<file path="src/rtl/cla_pipe_adder.sv">
// Three-stage pipelined carry-lookahead adder/subtractor with valid/ready.
// Ports: clk, rst_n; in_valid/in_ready, ain, bin, cin, sub (operand side);
// out_valid/out_ready, sum, cout, ovf, gout, pout (result side).
module cla_pipe_adder #(
    parameter int WIDTH = 32,
    parameter int GROUP = 4
) (
    input  logic             clk,
    input  logic             rst_n,
    input  logic             in_valid,
    output logic             in_ready,
    input  logic [WIDTH-1:0] ain,
    input  logic [WIDTH-1:0] bin,
    input  logic             cin,
    input  logic             sub,
    output logic             out_valid,
    input  logic             out_ready,
    output logic [WIDTH-1:0] sum,
    output logic             cout,
    output logic             ovf,
    output logic             gout,
    output logic             pout
);
    localparam int NG = WIDTH / GROUP;

    if ((GROUP != 2 && GROUP != 4 && GROUP != 8) ||
        (WIDTH % GROUP) != 0 || WIDTH < 4 || WIDTH > 64) begin : g_bad_param
        $error("cla_pipe_adder: illegal WIDTH/GROUP combination");
    end

    logic v1, v2, v3;
    logic adv1, adv2, adv3;

    // An empty stage always advances, so bubbles never block upstream.
    assign adv3      = !v3 || out_ready;
    assign adv2      = !v2 || adv3;
    assign adv1      = !v1 || adv2;
    assign in_ready  = adv1;
    assign out_valid = v3;

    // Stage 1: effective operand and per-group generate/propagate.
    logic [WIDTH-1:0] b_eff, g0, p0;
    logic             c_eff;
    logic [NG-1:0]    grp_g, grp_p;

    assign b_eff = sub ? ~bin : bin;
    assign c_eff = sub | cin;
    assign g0    = ain & b_eff;
    assign p0    = ain | b_eff;

    always_comb begin : s1_lookahead
        logic t;
        grp_g = '0;
        grp_p = '1;
        t     = 1'b0;
        for (int i = 0; i < NG; i++) begin
            for (int k = 0; k < GROUP; k++) begin
                t = g0[i*GROUP+k];
                for (int j = k + 1; j < GROUP; j++)
                    t = t & p0[i*GROUP+j];
                grp_g[i] = grp_g[i] | t;
                grp_p[i] = grp_p[i] & p0[i*GROUP+k];
            end
        end
    end

    logic [WIDTH-1:0] a1, b1;
    logic             c1;
    logic [NG-1:0]    gg1, gp1;

    always_ff @(posedge clk or negedge rst_n) begin
        if (!rst_n) begin
            v1  <= 1'b0;
            a1  <= '0;
            b1  <= '0;
            c1  <= 1'b0;
            gg1 <= '0;
            gp1 <= '0;
        end else if (adv1) begin
            v1 <= in_valid;
            if (in_valid) begin
                a1  <= ain;
                b1  <= b_eff;
                c1  <= c_eff;
                gg1 <= grp_g;
                gp1 <= grp_p;
            end
        end
    end

    // Stage 2: every group carry-in as a flat sum of products.
    logic [NG-1:0] gc_n;
    logic          go_n, po_n;

    always_comb begin : s2_lookahead
        logic t;
        gc_n = '0;
        go_n = 1'b0;
        po_n = &gp1;
        t    = 1'b0;
        for (int i = 0; i < NG; i++) begin
            t = c1;
            for (int j = 0; j < i; j++)
                t = t & gp1[j];
            gc_n[i] = t;
            for (int j = 0; j < i; j++) begin
                t = gg1[j];
                for (int m = j + 1; m < i; m++)
                    t = t & gp1[m];
                gc_n[i] = gc_n[i] | t;
            end
        end
        for (int j = 0; j < NG; j++) begin
            t = gg1[j];
            for (int m = j + 1; m < NG; m++)
                t = t & gp1[m];
            go_n = go_n | t;
        end
    end

    logic [WIDTH-1:0] a2, b2;
    logic [NG-1:0]    gc2;
    logic             go2, po2;

    always_ff @(posedge clk or negedge rst_n) begin
        if (!rst_n) begin
            v2  <= 1'b0;
            a2  <= '0;
            b2  <= '0;
            gc2 <= '0;
            go2 <= 1'b0;
            po2 <= 1'b0;
        end else if (adv2) begin
            v2 <= v1;
            if (v1) begin
                a2  <= a1;
                b2  <= b1;
                gc2 <= gc_n;
                go2 <= go_n;
                po2 <= po_n;
            end
        end
    end

    // Stage 3: in-group carries from each group's carry-in.
    logic [WIDTH-1:0] g2, p2, carry;
    logic             cw;

    assign g2 = a2 & b2;
    assign p2 = a2 | b2;

    always_comb begin : s3_carries
        logic t, tt;
        int   base;
        carry = '0;
        cw    = 1'b0;
        t     = 1'b0;
        tt    = 1'b0;
        base  = 0;
        for (int i = 0; i < NG; i++) begin
            base = i * GROUP;
            for (int k = 0; k <= GROUP; k++) begin
                t = gc2[i];
                for (int j = 0; j < k; j++)
                    t = t & p2[base+j];
                for (int j = 0; j < k; j++) begin
                    tt = g2[base+j];
                    for (int m = j + 1; m < k; m++)
                        tt = tt & p2[base+m];
                    t = t | tt;
                end
                if (k < GROUP)
                    carry[base+k] = t;
                else if (i == NG - 1)
                    cw = t;
            end
        end
    end

    always_ff @(posedge clk or negedge rst_n) begin
        if (!rst_n) begin
            v3   <= 1'b0;
            sum  <= '0;
            cout <= 1'b0;
            ovf  <= 1'b0;
            gout <= 1'b0;
            pout <= 1'b0;
        end else if (adv3) begin
            v3 <= v2;
            if (v2) begin
                sum  <= a2 ^ b2 ^ carry;
                cout <= cw;
                ovf  <= carry[WIDTH-1] ^ cw;
                gout <= go2;
                pout <= po2;
            end
        end
    end

endmodule

</file>
<file path="config.mk">
export PLATFORM = sky130hd
export DESIGN_NAME = cla_pipe_adder
export DESIGN_NICKNAME = d
export VERILOG_FILES = /design/src/rtl/cla_pipe_adder.sv
export SDC_FILE = /design/constraint.sdc
export NUM_CORES = 1
export LEC_CHECK = 0
export ABC_AREA = 1
export CORE_ASPECT_RATIO = 1.75
export CORE_MARGIN = 3
export CORE_UTILIZATION = 42
export CTS_CLUSTER_SIZE = 28
export DETAILED_ROUTE_END_ITERATION = 10
export SETUP_SLACK_MARGIN = 0.4
export SYNTH_ARGS = -nofsm -noshare
export SYNTH_HDL_FRONTEND = slang
export SYNTH_SLANG_ARGS = --single-unit
</file>
<file path="constraint.sdc">
create_clock -name clk -period 1.78 [get_ports clk]
set_input_delay 0.356 -clock clk [delete_from_list [all_inputs] [get_ports clk]]
set_output_delay 0.356 -clock clk [all_outputs]
set_load 0.05 [all_outputs]
</file>
; Word-level counts from Yosys, hierarchy flattened
; Index checks and enable logic that the tools add are counted.
[word_totals]
register_bits = 194
input_bits = 70
word_cells = 308
[op_classes]
muxes = 1
bitwise_logic = 279
n_reduce_logical = 10
[op_table]
columns = op, count
row1 = AND 1 bit, 159
row2 = OR 1 bit, 112
row3 = AND 32 bit, 2
row4 = OR 32 bit, 2
row5 = bitwise XOR 32 bit, 2
row6 = two-way mux 32 bit, 1
row7 = NOT 32 bit, 1
row8 = AND reduction 8 bit, 1
row9 = AND reduction 2 bit, 3
row10 = zero test 1 bit, 3
row11 = logical OR 1 bit, 3
row12 = bitwise XOR 1 bit, 1

; Depth between registers and ports, before layout
[logic_depth]
depth_word = 14
ltp_mapped = 10
mapped_depth_nobuf = 9

; Worst setup path before layout
; OpenSTA, ideal clock, no wires.
[synth_timing]
kind = register -> register
startpoint = reg v3, in the netlist out_valid
endpoint = reg a1[30]
setup_time_ns = 0.126
arrival_time_ns = 2.086
t_required_ns = 1.654
setup_slack_ns = -0.432
path_stages_with_launch = 6
path_buffers = 2
period_less_slack_ns = 2.212
path_cell_list = dfrtp_1 nand4_1 nand2_2 buf_4 buf_2 o21ai_0
[synth_via]
elab_chain_cells = 5
[synth_lines]
columns = item, line_no
row1 = from (decl), 31  ; logic v1, v2, v3;
row2 = from (signal assigned), 189  ; v3 <= v2;
row3 = zero test 1 bit, 35  ; assign adv3 = !v3 || out_ready;
row4 = logical OR 1 bit, 35
row5 = logical OR 1 bit, 36  ; assign adv2 = !v2 || adv3;
row6 = logical OR 1 bit, 37  ; assign adv1 = !v1 || adv2;
row7 = net in_ready, 11  ; output logic in_ready,
row8 = AND reduction 2 bit (no source line), n/a
row9 = to (signal assigned), 82  ; a1 <= ain;
row10 = to (decl), 67  ; logic [WIDTH-1:0] a1, b1;
; The timed path passes the listed nets, and every way through them passes these cells.
; A chain may end at the register's enable or synchronous reset.

; Final worst setup path
[layout_timing]
startpoint = reg v2
endpoint = out in_ready
[layout_via]
elab_chain_cells = 3
[layout_lines]
columns = item, line_no
row1 = from (decl), 31
row2 = from (signal assigned), 134  ; v2 <= v1;
row3 = zero test 1 bit, 36
row4 = logical OR 1 bit, 36
row5 = logical OR 1 bit, 37
row6 = to (decl), 11
; Every way passes these cells.

==> impl_metrics.tcl <==
set metrics [dict create \
    fin_nets 1416 \
    status "finished clean" \
    root_buffer "clkbuf_16" \
    synth_top_area_share_pct 50.5 \
    slew_viol_final 0 \
    viasPerCell 4.82 \
    crit_required_ns 1.42 \
    dpl-instance-area_sq_um 11400 \
    area_growth_pct 42.9 \
    crit_path_start_kind "flip-flop" \
    power_uw 19900 \
    regArea_sq_um 4860 \
    grt.overflow.total 0 \
    syn_area_per_cell_sq_um 8.94 \
    die_h_um 206 \
    synthDistinctLibCells 30 \
    ys_top_cells_by_area "dfrtp_1 50%, nand2_1 13%, o21ai_0 7.8%, ha_1 6.5%, inv_1 5.9%" \
    fin_cells 1597 \
    drt-initial-drc-count 292 \
    synth_area_leader_cell "dfrtp_1" \
    row_count 72 \
    track_usage_pct 18.7 \
    postSynthCellCount 1076 \
    route.final.wire_length_mm 24.0 \
    layout_commonest_cell "nand2_1" \
    clk_pin_slew_worst_paths_ns 0.07 \
    maxCapViolations 0 \
    yosys_warnings 0 \
    hold_viol 0 \
    htreeDepth 4 \
    synthesis.nets 1204 \
    clock_skew_ns 0.0104 \
    cts_tree "built" \
    fin_setup_tns_ns 0 \
    slowest_stage "dfrtp_1" \
    p_leak_uw 0.00666 \
    end_kind "primary output" \
    grt_pass1_vias 7416 \
    yosysSeqAreaShare_pct 50.5 \
    dieArea_sq_um 24800 \
    grt_max_degree 55 \
    first_pass_iters 4 \
    mostFrequentLayoutCells "279 x nand2_1, 192 x dfrtp_1, 111 x inv_1, 85 x o21ai_0, 72 x buf_4" \
    multi_input_area_sq_um 4630 \
    vdd_drop_max_uv 782 \
    timing.final.crit_period_ns 1.68 \
    rsz0062_at_grt "yes" \
    diodes 0 \
    post-route-period-util_pct 94.3 \
    wire_per_inst_um 15.0 \
    syn_area_sq_um 9620 \
    worstPathMaxFanout 3 \
    vias 7692 \
    n_fill_cell 1909 \
    clk_latency_ns 0.44 \
    grt_pass1_wl_mm 36.7 \
    port_buffers 107 \
    numPlacedInstances 1487 \
    worstPathArrival_ns 1.32 \
    postRouteAntennaNets 0 \
    crit_type "reg2out" \
    setup_viol_count_final 0 \
    core_sq_um 22300 \
    tightest_slew_ns 0.504 \
    hp-class "in2reg" \
    path_cells "nand4_1, buf_4, buf_12" \
    holdWs_ns 0.429 \
    max_stage_delay_ns 0.39 \
    boundaryPins 108 \
    route.detailed.drc 0 \
    slew_headroom_pct 66.4 \
    drive_above_1_share_pct 29.1 \
    start_util_pct 43.0 \
    antenna_found_initial 0 \
    synth_seq_cells 194 \
    dpl.hpwl_mm 16.1 \
    fin_area_sq_um 13700 \
    clk_path_buf_depth 2 \
    die_w_um 120 \
    max_freq_mhz 596 \
    p_per_area_nw_per_um2 1450 \
    clock_sinks 194 \
    place_congestion 0.822 \
    cts_buffers 17 \
]
## cell type report
type / instances / area share [%]
sequential: 194 / 35.3
multi-input combinational: 687 / 33.7
timing repair buffer: 235 / 19.8
inverter: 153 / 4.27
clock buffer: 19 / 3.30
tap: 296 / 2.69
clock inverter: 13 / 0.856
## cell usage after synthesis (all sizes together)
| library cell | count |
|---|---|
| o211ai | 9 |
| fa | 8 |
| nand3 | 30 |
| nor3 | 2 |
| xor2 | 38 |
| nor2 | 7 |
| or2 | 1 |
| xnor2 | 24 |
| buf | 20 |
| o2111ai | 8 |
| nand4 | 4 |
| dfrtp | 194 |
| a21o | 1 |
| ha | 50 |
| o221ai | 3 |
| o41ai | 1 |
| nand2 | 327 |
| o21ai | 153 |
| clkbuf | 23 |
| a21oi | 20 |
| inv | 153 |
## power breakdown
part           leakage (uW)  internal, uW  total, uW  switching (uW)
Sequential          0.00240          5760       6740             982
Clock              0.000273          1910       3720            1810
Combinational       0.00399          4200       9430            5230
Total               0.00666         11900      19900            8020
## state kept, by name (all words and copies together) (netlist names)
signal,cells
ovf,1
gg1,8
cout,1
po2,1
pout,1
b2,32
b1,32
go2,1
a1,32
gp1,8
v1,1
v2,1
sum,32
a2,32
out_valid,1
c1,1
gc2,8
gout,1
## through the flow
stage,setup WS [ns],util [%]
floorplan,-0.210,-
finish,0.101,61.5
global placement,-0.123,50.9
CTS,0.112,55.8
global route,0.0677,61.5
detailed placement,-0.110,50.9
## worst paths after layout
path | startpoint | to | slack (ns) | depth (start not counted)
hold reg to reg | b1[7] | b2[7] | 0.47 | 2
setup / recovery | v2 | in_ready | 0.10 | 3
max in group asynchronous | rst_n | a1[17] | 0.69 | 3
hold / removal | out_ready | out_valid | 0.43 | 4
setup reg to reg | out_valid | gp1[4] | 0.18 | 8
min in group asynchronous | rst_n | b1[7] | 0.46 | 2
## routing by layer
layer	vias up	global-route usage (%)	share of wire, %	wire (um)
met5	-	0	0	0
met4	0	7.29	3.0	720
met3	40	3.01	3.6	855
met2	161	32.4	52	12500
met1	3686	23.4	41	9890
li1	3805	-	-	-
## worst max-delay path, delay by kind of cell, from the launching register on
kind          cells  cell delay, ns
flops             1            0.39
buf+inv           2            0.34
simple gates      1            0.15
## cell families after synthesis
group                      after synthesis  share of synthesized area (%)
DFF                                    194                           50.5
and+or+nand+nor                        371                           15.1
buffers and inverters                  196                           8.61
xor gates and xnor gates                62                           6.51
AOI/OAI and AO/OA                      195                           11.2
adders and majority gates               58                           8.17
## what timing repair did
item,CTS,global route
hold buffers,1,0
pin swaps,15,45
gates resized for setup,88,227
cloned,3,10
endpoints found under the setup margin,69,169
setup buffers,13,51
endpoints found under the hold margin,47,0
Power figures use the tool's default switching activity.
